[src/rtl/fan_ctrl_if.sv]
// Signal bundle between the fan controller and its surroundings: ADC/setpoint
// samples, PID coefficients, PWM limits and the two controller outputs.
interface fan_ctrl_if #(
  parameter int ADC_BITWIDTH = 8,
  parameter int REG_BITWIDTH = 35
);
  logic                           clk_en_PWM_i;
  logic                           dataValid_STRB_i;
  logic        [ADC_BITWIDTH:0]   periodCounterValue_i;
  logic        [ADC_BITWIDTH-1:0] minCounterValue_i;
  logic        [ADC_BITWIDTH-1:0] ADC_value_i;
  logic        [ADC_BITWIDTH-1:0] SET_value_i;
  logic signed [REG_BITWIDTH-1:0] a0_i;
  logic signed [REG_BITWIDTH-1:0] a1_i;
  logic signed [REG_BITWIDTH-1:0] b0_i;
  logic signed [REG_BITWIDTH-1:0] b1_i;
  logic signed [REG_BITWIDTH-1:0] b2_i;
  logic                           PWM_pin_o;
  logic signed [ADC_BITWIDTH:0]   PID_Val_o;

  modport master (
    output clk_en_PWM_i, dataValid_STRB_i, periodCounterValue_i, minCounterValue_i,
    output ADC_value_i, SET_value_i, a0_i, a1_i, b0_i, b1_i, b2_i,
    input  PWM_pin_o, PID_Val_o
  );

  modport slave (
    input  clk_en_PWM_i, dataValid_STRB_i, periodCounterValue_i, minCounterValue_i,
    input  ADC_value_i, SET_value_i, a0_i, a1_i, b0_i, b1_i, b2_i,
    output PWM_pin_o, PID_Val_o
  );
endinterface

[src/rtl/fan_ctrl.sv]
// Closed-loop fan controller: direct-form IIR PID with saturating anti-windup
// feedback driving a registered PWM pin. FANCTRL_PWM_SYNC_EN latches duty per period.
module fan_ctrl #(
  parameter int ADC_BITWIDTH  = 8,
  parameter int REG_BITWIDTH  = 35,
  parameter int FRAC_BITWIDTH = 30
) (
  input  logic      clk_i,
  input  logic      rstn_i,
  fan_ctrl_if.slave bus
);
  localparam int EW = ADC_BITWIDTH + 1;
  localparam int PW = REG_BITWIDTH + EW;
  localparam int SW = REG_BITWIDTH + ADC_BITWIDTH + 4;
  localparam logic signed [EW-1:0] Y_MAX = {1'b0, {ADC_BITWIDTH{1'b1}}};

  // dataValid_STRB_i is a qualifier without back-pressure: each high cycle
  // consumes exactly one sample and the result is on PID_Val_o after that edge.
  logic signed [EW-1:0] e0;
  logic signed [EW-1:0] e1_q, e2_q, y1_q, y2_q;
  logic signed [EW-1:0] y_sat;
  logic signed [PW-1:0] p_b2, p_b1, p_b0, p_a1, p_a0;
  logic signed [SW-1:0] acc, acc_sh;

  assign e0 = $signed({1'b0, bus.SET_value_i}) - $signed({1'b0, bus.ADC_value_i});

  assign p_b2 = PW'(bus.b2_i) * PW'(e0);
  assign p_b1 = PW'(bus.b1_i) * PW'(e1_q);
  assign p_b0 = PW'(bus.b0_i) * PW'(e2_q);
  assign p_a1 = PW'(bus.a1_i) * PW'(y1_q);
  assign p_a0 = PW'(bus.a0_i) * PW'(y2_q);

  assign acc    = SW'(p_b2) + SW'(p_b1) + SW'(p_b0) - SW'(p_a1) - SW'(p_a0);
  assign acc_sh = acc >>> FRAC_BITWIDTH;

  always_comb begin
    y_sat = '0;
    if (acc_sh[SW-1]) begin
      y_sat = '0;
    end else if (|acc_sh[SW-2:ADC_BITWIDTH]) begin
      y_sat = Y_MAX;
    end else begin
      y_sat = {1'b0, acc_sh[ADC_BITWIDTH-1:0]};
    end
  end

  // The saturated output is what re-enters the recursion, so the filter
  // state can never wind up beyond the drive range.
  always_ff @(posedge clk_i or negedge rstn_i) begin
    if (!rstn_i) begin
      e1_q <= '0;
      e2_q <= '0;
      y1_q <= '0;
      y2_q <= '0;
    end else if (bus.dataValid_STRB_i) begin
      e2_q <= e1_q;
      e1_q <= e0;
      y2_q <= y1_q;
      y1_q <= y_sat;
    end
  end

  assign bus.PID_Val_o = y1_q;

  logic [EW-1:0] cnt_q, cnt_next;
  logic [EW:0]   cnt_inc;
  logic          wrap;
  logic [EW-1:0] duty_c, duty_use;
  logic          pin_q;

  assign duty_c  = {1'b0, bus.minCounterValue_i} + $unsigned(y1_q);
  assign cnt_inc = {1'b0, cnt_q} + {{EW{1'b0}}, 1'b1};

  always_comb begin
    cnt_next = '0;
    wrap     = 1'b0;
    if (bus.periodCounterValue_i != '0) begin
      if (cnt_inc >= {1'b0, bus.periodCounterValue_i}) begin
        cnt_next = '0;
        wrap     = 1'b1;
      end else begin
        cnt_next = cnt_inc[EW-1:0];
      end
    end
  end

`ifdef FANCTRL_PWM_SYNC_EN
  logic [EW-1:0] duty_sh_q;
  logic          sh_loaded_q;

  // The shadow takes C on the first cycle out of reset and then only on the
  // enabled edge that wraps the counter, which also uses the fresh value.
  always_ff @(posedge clk_i or negedge rstn_i) begin
    if (!rstn_i) begin
      duty_sh_q   <= '0;
      sh_loaded_q <= 1'b0;
    end else begin
      sh_loaded_q <= 1'b1;
      if (!sh_loaded_q || (bus.clk_en_PWM_i && wrap)) begin
        duty_sh_q <= duty_c;
      end
    end
  end

  assign duty_use = (!sh_loaded_q || wrap) ? duty_c : duty_sh_q;
`else
  assign duty_use = duty_c;
`endif

  always_ff @(posedge clk_i or negedge rstn_i) begin
    if (!rstn_i) begin
      cnt_q <= '0;
      pin_q <= 1'b0;
    end else if (bus.clk_en_PWM_i) begin
      cnt_q <= cnt_next;
      pin_q <= (bus.periodCounterValue_i != '0) && (cnt_next < duty_use);
    end
  end

  assign bus.PWM_pin_o = pin_q;
endmodule

[src/flat_wrapper.sv]
// flat-port wrapper written by rule: the top's interface ports become plain ports
module fan_ctrl_flat 
#(
  parameter int ADC_BITWIDTH  = 8,
  parameter int REG_BITWIDTH  = 35,
  parameter int FRAC_BITWIDTH = 30
)
  (clk_i, rstn_i, bus_clk_en_PWM_i, bus_dataValid_STRB_i, bus_periodCounterValue_i, bus_minCounterValue_i, bus_ADC_value_i, bus_SET_value_i, bus_a0_i, bus_a1_i, bus_b0_i, bus_b1_i, bus_b2_i, bus_PWM_pin_o, bus_PID_Val_o);
  fan_ctrl_if #(.ADC_BITWIDTH(ADC_BITWIDTH), .REG_BITWIDTH(REG_BITWIDTH)) bus_i ();
  input  logic clk_i;
  input  logic rstn_i;
  input wire logic [$bits(bus_i.clk_en_PWM_i)-1:0] bus_clk_en_PWM_i;
  input wire logic [$bits(bus_i.dataValid_STRB_i)-1:0] bus_dataValid_STRB_i;
  input wire logic [$bits(bus_i.periodCounterValue_i)-1:0] bus_periodCounterValue_i;
  input wire logic [$bits(bus_i.minCounterValue_i)-1:0] bus_minCounterValue_i;
  input wire logic [$bits(bus_i.ADC_value_i)-1:0] bus_ADC_value_i;
  input wire logic [$bits(bus_i.SET_value_i)-1:0] bus_SET_value_i;
  input wire logic [$bits(bus_i.a0_i)-1:0] bus_a0_i;
  input wire logic [$bits(bus_i.a1_i)-1:0] bus_a1_i;
  input wire logic [$bits(bus_i.b0_i)-1:0] bus_b0_i;
  input wire logic [$bits(bus_i.b1_i)-1:0] bus_b1_i;
  input wire logic [$bits(bus_i.b2_i)-1:0] bus_b2_i;
  output wire logic [$bits(bus_i.PWM_pin_o)-1:0] bus_PWM_pin_o;
  output wire logic [$bits(bus_i.PID_Val_o)-1:0] bus_PID_Val_o;
  assign bus_i.clk_en_PWM_i = bus_clk_en_PWM_i;
  assign bus_i.dataValid_STRB_i = bus_dataValid_STRB_i;
  assign bus_i.periodCounterValue_i = bus_periodCounterValue_i;
  assign bus_i.minCounterValue_i = bus_minCounterValue_i;
  assign bus_i.ADC_value_i = bus_ADC_value_i;
  assign bus_i.SET_value_i = bus_SET_value_i;
  assign bus_i.a0_i = bus_a0_i;
  assign bus_i.a1_i = bus_a1_i;
  assign bus_i.b0_i = bus_b0_i;
  assign bus_i.b1_i = bus_b1_i;
  assign bus_i.b2_i = bus_b2_i;
  assign bus_PWM_pin_o = bus_i.PWM_pin_o;
  assign bus_PID_Val_o = bus_i.PID_Val_o;
  fan_ctrl #(.ADC_BITWIDTH(ADC_BITWIDTH), .REG_BITWIDTH(REG_BITWIDTH), .FRAC_BITWIDTH(FRAC_BITWIDTH)) u_core (.clk_i(clk_i), .rstn_i(rstn_i), .bus(bus_i));
endmodule
[config.mk]
export PLATFORM = sky130hd
export DESIGN_NAME = fan_ctrl_flat
export DESIGN_NICKNAME = d
export VERILOG_FILES = /design/src/rtl/fan_ctrl_if.sv /design/src/rtl/fan_ctrl.sv /design/src/flat_wrapper.sv
export SDC_FILE = /design/constraint.sdc
export NUM_CORES = 2
export LEC_CHECK = 0
export CAP_MARGIN = 30
export CORE_UTILIZATION = 45
export CTS_CLUSTER_DIAMETER = 200
export DETAILED_ROUTE_END_ITERATION = 10
export HOLD_SLACK_MARGIN = 0.1
export MAX_ROUTING_LAYER = met4
export PLACE_DENSITY = 0.62
export SLEW_MARGIN = 20
export SYNTH_ARGS = -nofsm -noshare
export SYNTH_HDL_FRONTEND = slang
export SYNTH_SLANG_ARGS = --single-unit
[constraint.sdc]
create_clock -name clk_i -period 23 [get_ports clk_i]
set_input_delay 5.75 -clock clk_i [delete_from_list [all_inputs] [get_ports clk_i]]
set_output_delay 5.75 -clock clk_i [all_outputs]
set_load 0.02 [all_outputs]
==> impl_metrics.json <==
{
  "critPathSlowestCell": "o21ai_0",
  "grt_setup_unrepaired": "no",
  "grt_usage_pct": 24.85,
  "setup_viol": 0,
  "path_delay_family": "adder cells",
  "cts.reportedPaths.clkPinSlew_ns": 0.09,
  "hpwl_um": 122900,
  "clock_latency_ns": 0.35,
  "drive_gt1_share_pct": 2.173,
  "syn_area_per_cell_um2": 9.462,
  "syn_inst": 5748,
  "drt_iter0_drc": 1990,
  "ant_nets": 0,
  "critPathKind": "input pin to flop",
  "crit_top_cell": "fa_1",
  "grt_pass1_wl_um": 228200,
  "io_buffers": 220,
  "seq_area_frac_synth_pct": 2.024,
  "ys.flop_type": "dfrtp_1",
  "slew_headroom_pct": 36.76,
  "grt_overflow_total": 0,
  "wl_per_cell_um": 18.77,
  "min_period_ns": 20.87,
  "min_path_type": "flop to flop",
  "finalMaxSlewViolations": 0,
  "placementRows": 127,
  "synthesis.nets": 7841,
  "fmax_mhz": 47.92,
  "nets": 7845,
  "clock_tree.root_cell": "clkbuf_16",
  "hold_viol_final": 0,
  "async_reset_ff_share_pct": 100.0,
  "cts_tree": "done",
  "dieArea_um2": 122300,
  "cts_setup_buffers": 0,
  "routed_wl_um": 138700,
  "yosysWarningCount": 0,
  "start_kind": "input pin",
  "antenna_found_initial": 21,
  "arrival_ns": 21.08,
  "yosys.area.top_type": "fa_1",
  "final_common_cell": "fa_1",
  "r2r_slack_ns": 9.25,
  "cts-htree-levels": 2,
  "gp_congestion": 0.8892,
  "path_buf_inv": 10,
  "synth.top_cell.area_share_pct": 55.98,
  "post-route-period-util_pct": 90.73,
  "cp.required_ns": 23.22,
  "syn_area_um2": 54390,
  "grt_max_degree": 45,
  "ctsResizeCount": 0,
  "status": "finished with violations",
  "drc": 4,
  "final.setup_skew_ns": 0.01938,
  "initial_core_util_pct": 45.40,
  "ctsLongestPathBuffers": 2,
  "max_stage_delay_ns": 0.65,
  "clock_sinks": 44,
  "cts_made_buffers": 5,
  "first_pass_iters": 8,
  "finalSetupTns_ns": 0,
  "end_kind": "flop",
  "via_count": 37500,
  "synth_area_leaders": "fa_1 56%, inv_1 9.4%, ha_1 8.3%",
  "syn_to_final_growth_pct": 6.897,
  "first_global_vias": 41620,
  "crit_fanout": 9,
  "coreArea_um2": 119800,
  "utilization_pct": 48.53,
  "io_pins": 222,
  "cap_violations": 0,
  "worst_slew_pin_slew_ns": 0.9487,
  "violations": "DRC",
  "die_width_um": 349.7,
  "die_y_um": 349.7,
  "vias_per_cell": 5.074,
  "synth_cell_type_count": 79,
  "holdBufCountCts": 0,
  "ys_ff_latch": 44,
  "synth_edf_count": 0,
  "layout_common_cells": "1521 x fa_1, 1364 x inv_1, 802 x nand2_1, 630 x and2_1, 360 x ha_1"
}
per-stage QoR:
step                      hold WS [ns]  setup slack, ns  instances  area, µm²
after global placement          0.4902            1.945       7355      57870
after global routing            0.5392            1.266       7386      58130
after detailed placement        0.4976            1.749       7356      57890
after floorplan                 0.5236            3.741       5748      54390
after CTS                       0.5184            2.036       7364      58060
final                           0.5155            2.133       7391      58140
logic make-up (layout without fill, tap and decap cells):
kind of cell               Yosys count  after routing  synth area share (%)
xor gates and xnor gates            87             87                 1.401
muxes                               30             30                0.6142
AOI/OAI and AO/OA                  335            335                 4.219
buffers and inverters             1632           1637                 11.48
and+or+nand+nor                   1738           1738                 15.99
DFF                                 44             44                 2.024
other                                1             27              0.006895
adders and majority gates         1881           1881                 64.27
routing by layer:
metal,vias to the layer above,GRT usage (%),wire [µm]
met5,-,-,0
met4,0,5.764,3374
met3,155,2.897,6198
met2,751,43.27,72570
met1,19850,30.89,56600
li1,16740,-,-
synthesized netlist by cell type, types with 5 or more instances:
cell and count:
fa_1 1521, inv_1 1364, nand2_1 802, and2_1 630, ha_1 360, clkbuf_1 237
nand2b_1 97, a21oi_1 92, nor2_1 73, a21o_1 54, o21ai_0 54, xnor2_1 53
dfrtp_1 44, xor2_1 34, nand3_1 29, mux2_2 27, nor2b_1 22, nor3_1 18
o21bai_1 15, a31oi_1 13, and3_1 13, buf_1 13, or2_2 12, a211oi_1 11
o211ai_1 9, o21a_1 9, buf_6 8, nand4_1 8, nor4_1 8, o221a_1 8
a311oi_1 7, and4_1 6, o2111ai_1 6, a21boi_0 5, buf_4 5, nor4b_1 5
path summary, 6_finish.rpt:
check | depth (start not counted) | from | to
worst max-delay path | 53 | bus_ADC_value_i[0] | u_core.bus.PID_Val_o[0]
worst min-delay path | 1 | u_core.e2_q[7] | u_core.e2_q[7]
worst max register to register | 43 | u_core.e2_q[0] | u_core.bus.PID_Val_o[0]
worst min register to register | 1 | u_core.e2_q[7] | u_core.e2_q[7]
max in group asynchronous | 2 | rstn_i | u_core.bus.PID_Val_o[5]
min in group asynchronous | 2 | rstn_i | u_core.e1_q[6]
final cells by class:
cell class / instances / area, µm²
clock buffer: 5 / 125.1
inverter: 1364 / 5120
clock inverter: 3 / 46.29
timing repair buffer: 265 / 2541
fill: 11510 / 61670
tap: 1612 / 2017
antenna: 26 / 65.06
sequential: 44 / 1102
multi-input combinational: 4072 / 47120
registers in the layout, indices dropped and copies added (netlist names):
register              flops
u_core.e2_q               9
u_core.bus.PID_Val_o      8
u_core.e1_q               9
u_core.y2_q               8
u_core.cnt_q              9
u_core.bus.PWM_pin_o      1
Power is not shown: default switching activity piles up to over one toggle a cycle in this logic, so the estimate is an artifact.
